==> config.mk <==
export PLATFORM = sky130hd
export DESIGN_NAME = div_sequencer
export DESIGN_NICKNAME = d
export VERILOG_FILES = /design/src/rtl/div_sequencer.sv
export SDC_FILE = /design/constraint.sdc
export NUM_CORES = 1
export LEC_CHECK = 0
export ABC_CLOCK_PERIOD_IN_PS = 4590
export CAP_MARGIN = 10
export CORE_MARGIN = 3
export CORE_UTILIZATION = 45
export DETAILED_ROUTE_END_ITERATION = 6
export PLACE_DENSITY = 0.67
export RECOVER_POWER = 25
export SLEW_MARGIN = 20
export SYNTH_ARGS = -nofsm -noshare
export SYNTH_HDL_FRONTEND = slang
export SYNTH_SLANG_ARGS = --single-unit
==> constraint.sdc <==
create_clock -name clk -period 4.59 [get_ports clk]
set_input_delay 0.6885 -clock clk [delete_from_list [all_inputs] [get_ports clk]]
set_output_delay 0.6885 -clock clk [all_outputs]
set_load 0.05 [all_outputs]
==> src/rtl/div_sequencer.sv <==
// Multi-cycle radix-2 restoring divider sequencer for DIV/DIVU/REM/REMU.
// Handles sign correction, divide-by-zero and flush aborts; ready is a one-cycle pulse.
module div_sequencer #(
   parameter int DATA_WIDTH = 32
) (
   input  logic                  clk,
   input  logic                  rst_n,
   input  logic                  div_start_i,
   input  logic [1:0]            div_op_i,
   input  logic [DATA_WIDTH-1:0] dividend_i,
   input  logic [DATA_WIDTH-1:0] divisor_i,
   input  logic                  flush_i,
   output logic [DATA_WIDTH-1:0] div_result_o,
   output logic                  div_res_ready_o,
   output logic                  div_busy_o
);

   localparam int CNT_W = $clog2(DATA_WIDTH);
   localparam logic [CNT_W-1:0] LAST_CNT = CNT_W'(DATA_WIDTH - 1);

   typedef enum logic [1:0] {IDLE, CALC, DONE} state_e;

   state_e                state_q, state_d;
   logic [1:0]            op_q, op_d;
   logic                  quo_neg_q, quo_neg_d;
   logic                  rem_neg_q, rem_neg_d;
   logic [DATA_WIDTH-1:0] dsr_q, dsr_d;
   logic [DATA_WIDTH-1:0] quo_q, quo_d;
   logic [DATA_WIDTH:0]   rem_q, rem_d;
   logic [CNT_W-1:0]      cnt_q, cnt_d;
   logic [DATA_WIDTH-1:0] result_q, result_d;

   logic                  is_signed;
   logic [DATA_WIDTH-1:0] dvd_mag, dsr_mag;
   logic [DATA_WIDTH+1:0] shifted, trial;
   logic [DATA_WIDTH:0]   step_rem;
   logic [DATA_WIDTH-1:0] step_quo;
   logic [DATA_WIDTH-1:0] fin_quo, fin_rem, fin_result;

   // State register
   always_ff @(posedge clk or negedge rst_n) begin
      if (!rst_n) begin
         state_q <= IDLE;
      end else begin
         state_q <= state_d;
      end
   end

   // Datapath registers
   always_ff @(posedge clk or negedge rst_n) begin
      if (!rst_n) begin
         op_q      <= '0;
         quo_neg_q <= 1'b0;
         rem_neg_q <= 1'b0;
         dsr_q     <= '0;
         quo_q     <= '0;
         rem_q     <= '0;
         cnt_q     <= '0;
         result_q  <= '0;
      end else begin
         op_q      <= op_d;
         quo_neg_q <= quo_neg_d;
         rem_neg_q <= rem_neg_d;
         dsr_q     <= dsr_d;
         quo_q     <= quo_d;
         rem_q     <= rem_d;
         cnt_q     <= cnt_d;
         result_q  <= result_d;
      end
   end

   // Next-state logic; flush overrides every transition
   always_comb begin
      state_d = state_q;
      if (flush_i) begin
         state_d = IDLE;
      end else begin
         unique case (state_q)
            IDLE:    if (div_start_i) state_d = (divisor_i == '0) ? DONE : CALC;
            CALC:    if (cnt_q == LAST_CNT) state_d = DONE;
            DONE:    state_d = IDLE;
            default: state_d = IDLE;
         endcase
      end
   end

   // One restoring step; the extra top bit of shifted/trial carries the trial sign
   always_comb begin
      is_signed = ~div_op_i[0];
      dvd_mag   = (is_signed && dividend_i[DATA_WIDTH-1]) ? -dividend_i : dividend_i;
      dsr_mag   = (is_signed && divisor_i[DATA_WIDTH-1])  ? -divisor_i  : divisor_i;
      shifted   = {rem_q, quo_q[DATA_WIDTH-1]};
      trial     = shifted - {2'b00, dsr_q};
      if (!trial[DATA_WIDTH+1]) begin
         step_rem = trial[DATA_WIDTH:0];
         step_quo = {quo_q[DATA_WIDTH-2:0], 1'b1};
      end else begin
         step_rem = shifted[DATA_WIDTH:0];
         step_quo = {quo_q[DATA_WIDTH-2:0], 1'b0};
      end
      fin_quo    = quo_neg_q ? -step_quo : step_quo;
      fin_rem    = rem_neg_q ? -step_rem[DATA_WIDTH-1:0] : step_rem[DATA_WIDTH-1:0];
      fin_result = op_q[1] ? fin_rem : fin_quo;
   end

   // Datapath next values
   always_comb begin
      op_d      = op_q;
      quo_neg_d = quo_neg_q;
      rem_neg_d = rem_neg_q;
      dsr_d     = dsr_q;
      quo_d     = quo_q;
      rem_d     = rem_q;
      cnt_d     = cnt_q;
      result_d  = result_q;
      if (!flush_i) begin
         unique case (state_q)
            IDLE: begin
               if (div_start_i) begin
                  op_d      = div_op_i;
                  quo_neg_d = is_signed && (dividend_i[DATA_WIDTH-1] ^ divisor_i[DATA_WIDTH-1]);
                  rem_neg_d = is_signed && dividend_i[DATA_WIDTH-1];
                  dsr_d     = dsr_mag;
                  quo_d     = dvd_mag;
                  rem_d     = '0;
                  cnt_d     = '0;
                  if (divisor_i == '0) result_d = div_op_i[1] ? dividend_i : '1;
               end
            end
            CALC: begin
               rem_d = step_rem;
               quo_d = step_quo;
               cnt_d = cnt_q + CNT_W'(1);
               if (cnt_q == LAST_CNT) result_d = fin_result;
            end
            default: ;
         endcase
      end
   end

   // Outputs
   always_comb begin
      div_result_o    = result_q;
      div_res_ready_o = (state_q == DONE);
      div_busy_o      = (state_q != IDLE);
   end

endmodule
; ---- Word level (Yosys, flattened, before mapping)
; Cells that the tools add are included.
[classes]
n_eq_ne = 8
mux = 23
add_sub_neg = 6
bitwise_logic = 3
n_reduce_logical = 11
[ops]
columns = cell, n
row1 = $mux 32, 10
row2 = $neg 32->32, 4
row3 = $pmux 32 s2, 2
row4 = $mux 33, 2
row5 = $pmux 33 s2, 1
row6 = $sub 34x32->34, 1
row7 = $logic_not 32->1, 1
row8 = $pmux 5 s2, 1
row9 = $mux 2, 4
row10 = $ne 2x2->1 const B, 3
row11 = $ne 3x3->1 const B, 2
row12 = $reduce_and 3->1, 2
row13 = $add 5x1->5 const B, 1
row14 = $eq 5x5->1 const B, 1
row15 = $mux 5, 1
row16 = $reduce_and 5->1, 1
row17 = $pmux 2 s2, 1
row18 = $reduce_bool 2->1, 2
row19 = $logic_and 1x1->1, 3
row20 = $eq 2x1->1 const B, 1
row21 = $eq 2x2->1 const B, 1
row22 = $logic_not 2->1, 1
row23 = $not 1->1, 2
row24 = $reduce_and 2->1, 1
row25 = 2 further kinds, 2
[word_totals]
word_cells = 60
ff_bits = 140

; ---- Logic depth before layout (Yosys ltp)
[logic_depth]
depth_word = 7
mapped_depth = 22

; ---- Worst setup path after synthesis
; Ideal clock, no wire load.
[synth_timing]
path_type = flip-flop to flip-flop
start = reg rem_q[22]
end = reg result_q[20], in the netlist div_result_o[20]
setup_slack_ps = 150
arrival_ps = 4364
path_buffers = 2
stages_incl_launch_ff = 21
required_ps = 4514
cell_sequence = dfrtp_1 > ha_1 > buf_2 > nand2_1 > nor4_1 > and2_1 > a21boi_1 > o21a_1 > nor2_1 > inv_2 > buf_1 > mux2i_1 > ha_1 > o211ai_1 > a2111oi_0 > and3_1 > and4bb_2 > o211ai_1 > and3_1 > o21ba_1 > o21ai_1
[synth_between]
elab_chain_len = 7
word_cells_on_any_way = 10
[synth_rtl]
columns = item, line
row1 = "start, declared", 29  ; logic [DATA_WIDTH:0] rem_q, rem_d;
row2 = "start signal, assigned", 66  ; rem_q <= rem_d;
row3 = $sub 34x32->34 *, 93  ; trial = shifted - {2'b00, dsr_q};
row4 = $mux 1 / $mux 33 (equally long branches), 94  ; if (!trial[DATA_WIDTH+1]) begin
row5 = "$neg 32->32, on equally long branches", "101, 102"
row6 = "$mux 32, on equally long branches", "101, 102"
row7 = $mux 32 *, 103  ; fin_result = op_q[1] ? fin_rem : fin_quo;
row8 = $mux 32 *, 134  ; if (cnt_q == LAST_CNT) result_d = fin_result;
row9 = $pmux 32 s2 *, 117  ; unique case (state_q)
row10 = "end signal, assigned", 68  ; result_q <= result_d;
row11 = "end, declared", 31  ; logic [DATA_WIDTH-1:0] result_q, result_d;
; Every way passes the cells marked *; elsewhere a longest branch is shown, timed or not. The select of a mux whose other input is x is not followed.
; A chain may end at the register's enable or synchronous reset.

; ---- Final worst setup path
[layout_timing]
start = reg rem_q[27]
end = reg result_q[22], in the netlist div_result_o[22]
; The elaborated chain is that of the path after synthesis.

==> flow_metrics.tcl <==
set metrics [dict create \
    status "finished, violations left" \
    failed_checks "capacitance limit, slew limit" \
    vdd.ir_drop.worst_mv 0.506 \
    power_density_nw_per_um2 801 \
    p_seq_frac 0.210 \
    internal_power_mw 5.53 \
    crit_arrival_ns 4.79 \
    nets 1744 \
    yosys.area.top_type "dfrtp_1" \
    synth_common_cells "180 x nand2_1, 159 x o21ai_0, 147 x nor2_1, 139 x dfrtp_1, 136 x a21oi_1" \
    synth_edf_count 0 \
    cts.clk_slew.worst_paths_ns 0.07 \
    dieWidth_um 168 \
    cts_tree "built" \
    synth_area_um2 11800 \
    ys_seq_area_frac 0.295 \
    ios 104 \
    fin_crit_sh 0.967 \
    finalPower_mw 11.4 \
    fin_area_um2 14200 \
    setup_violations 0 \
    clkLatencyLatePin_ns 0.44 \
    via_per_inst 6.15 \
    antenna_found_initial 0 \
    fin_crit_ns 4.44 \
    avgSynthCellArea_um2 7.76 \
    die_area_um2 28200 \
    grt_pass1_vias 11100 \
    drc 0 \
    firstDrtPassIters 6 \
    syn_nets 1629 \
    wl_um 40100 \
    ant_nets 0 \
    synth-seq-cells 139 \
    grt_pass1_wl_um 62700 \
    drive_gt1_frac 0.107 \
    cts_hold_buf 0 \
    ys_async_sr_fraction 1.00 \
    worst_pin_slew_ns 2.90 \
    yosysTopAreaCellShare 0.295 \
    vias 12200 \
    routabilityCongestion 0.976 \
    synth_warnings 0 \
    initial_utilization 0.463 \
    slew_headroom -0.933 \
    final_max_slew_viol_count 50 \
    drtIter0Drc 1234 \
    place.detailed.hpwl_um 30300 \
    fill_cells 2357 \
    worstPathRequired_ns 4.94 \
    combPwrFrac 0.653 \
    achievable-frequency_mhz 225 \
    clkPwrFrac 0.138 \
    cp_max_fo 7 \
    cts.sinks 139 \
    groute.usage.overall 0.277 \
    clock_skew_ns 0.0120 \
    worstSetupPathType "reg2reg" \
    cts_max_level 4 \
    grt_max_degree 72 \
    switching_share 0.516 \
    synth.area.top_cells "dfrtp_1 29%, o21ai_0 6.7%, a21oi_1 5.8%" \
    switching_power_mw 5.88 \
    leakagePower_nw 5.98 \
    maxCapViolCount 1 \
    hold_viol 0 \
    diodes 0 \
    die_height_um 168 \
    synth_most_common_cell "nand2_1" \
    startpoint_type "register" \
    ys_types 91 \
    area_growth_pct 20.8 \
    min_path_type "reg2reg" \
    syn_inst 1520 \
    port_buffers 103 \
    cts_buffer_depth 2 \
    rows 58 \
    crit_path_end_kind "register" \
    cts_made_buffers 17 \
    fp.coreArea_um2 25500 \
    whs_ns 0.473 \
    routedWlPerCell_um 20.3 \
    grt_overflow_total 0 \
    ys.flop_type "dfrtp_1" \
    cts_root_buffer "clkbuf_16" \
    dpl_cell_area_um2 13500 \
]
-- final timing paths --
kind	startpoint	to	slack, ns	cells after the start
worst max-delay path	rem_q[27]	div_result_o[22]	0.15	20
worst min-delay path	div_result_o[7]	div_result_o[7]	0.47	2
worst max register to register	rem_q[27]	div_result_o[22]	0.15	20
worst min register to register	div_result_o[7]	div_result_o[7]	0.47	2
max in group asynchronous	rst_n	rem_q[21]	1.08	2
min in group asynchronous	rst_n	quo_q[8]	1.19	1
-- sequential cells by signal, indices dropped and copies added (netlist names) --
register / flops
state_q: 2
quo_neg_q: 1
cnt_q: 5
quo_q: 32
op_q: 1
dsr_q: 32
rem_q: 33
div_result_o: 32
rem_neg_q: 1
-- kinds of logic (layout without fill, tap and decap cells) --
logic type	Yosys count	in the layout	share of synthesized area
compound gates	525	525	0.288
xor+xnor	131	131	0.0973
fa+ha+maj	39	39	0.0420
buf+inv	147	275	0.0508
flops	139	139	0.295
mux	26	26	0.0226
simple gates	513	513	0.205
-- critical path, stage by stage (launching register included) --
cell	delay [ns]
dfrtp_1	0.44
ha_1	0.37
a21o_1	0.23
a31oi_1	0.25
o221ai_2	0.18
a21o_1	0.23
nor3_1	0.17
buf_4	0.16
nor2_4	0.04
inv_4	0.10
mux2i_2	0.24
ha_1	0.20
o211ai_1	0.14
a2111oi_2	0.38
and3_1	0.24
buf_4	0.13
and4bb_2	0.27
o21ai_0	0.09
o21a_1	0.21
xor2_1	0.16
o21ai_1	0.14
-- per-stage QoR --
stage | utilization | instances | setup slack (ns) | TNS, ns
4_1_cts | 0.556 | 1977 | 0.0399 | 0
6_report | 0.559 | 1978 | 0.151 | 0
5_1_grt | 0.559 | 1978 | -0.0504 | -0.223
3_3_place_gp | 0.531 | 1945 | 0.210 | 0
3_5_place_dp | 0.531 | 1945 | 0.0904 | 0
2_1_floorplan | - | 1520 | 0.150 | 0
-- metal layers --
layer	vias to the layer above	global-route usage	share of wire
met3	58	0.0517	0.086
met2	582	0.416	0.44
met1	5792	0.408	0.45
met4	0	0.0793	0.024
li1	5738	-	-
met5	-	0	0
-- cell usage in the layout (no fill, tap or decap), types with 10 or more instances in the layout --
| master | netlist | layout |
|---|---|---|
| nand2_1 | 180 | 179 |
| o21ai_0 | 159 | 157 |
| nor2_1 | 147 | 143 |
| dfrtp_1 | 139 | 139 |
| a21oi_1 | 136 | 132 |
| clkdlybuf4s50_1 | 0 | 102 |
| buf_4 | 3 | 79 |
| xnor2_1 | 67 | 67 |
| xor2_1 | 64 | 64 |
| inv_1 | 56 | 56 |
| nor3_1 | 36 | 36 |
| ha_1 | 38 | 36 |
| o31ai_1 | 28 | 28 |
| nand3_1 | 22 | 22 |
| or3_1 | 22 | 22 |
| a21o_1 | 20 | 20 |
| o211ai_1 | 20 | 20 |
| mux2i_1 | 21 | 20 |
| clkbuf_16 | 0 | 17 |
| a211oi_1 | 16 | 16 |
| nor4_1 | 16 | 15 |
| o21ai_1 | 13 | 14 |
| nand2b_1 | 14 | 14 |
| a31oi_1 | 12 | 12 |
| o21a_1 | 11 | 11 |
| or4_1 | 11 | 11 |
| o221ai_1 | 12 | 11 |
| o22ai_1 | 12 | 11 |
| a22o_1 | 10 | 10 |
-- power by group through the flow --
stage | Clock (mW) | Combinational (mW) | Sequential [mW]
2_1_floorplan | 0 | 4.54 | 2.62
3_3_place_gp | 0 | 7.10 | 2.36
3_5_place_dp | 0 | 7.18 | 2.38
4_1_cts | 1.57 | 7.22 | 2.36
5_1_grt | 1.63 | 8.06 | 2.45
6_report | 1.57 | 7.45 | 2.39
-- cell type report --
| class | instances | area (um^2) | share of cell area |
|---|---|---|---|
| multi-input cells | 1234 | 7840 | 0.550 |
| well taps | 330 | 413 | 0.0290 |
| repair buffers | 185 | 1650 | 0.116 |
| inverters | 58 | 220 | 0.0155 |
| clock buffers | 18 | 439 | 0.0308 |
| flip-flops and latches | 139 | 3480 | 0.244 |
| clock inverters | 14 | 205 | 0.0144 |
-- what timing repair did --
item,CTS,global route
resized for setup,0,22
setup endpoints to repair,0,12
buffers inserted,0,1
Note: power is estimated with default switching activity, not from simulation.
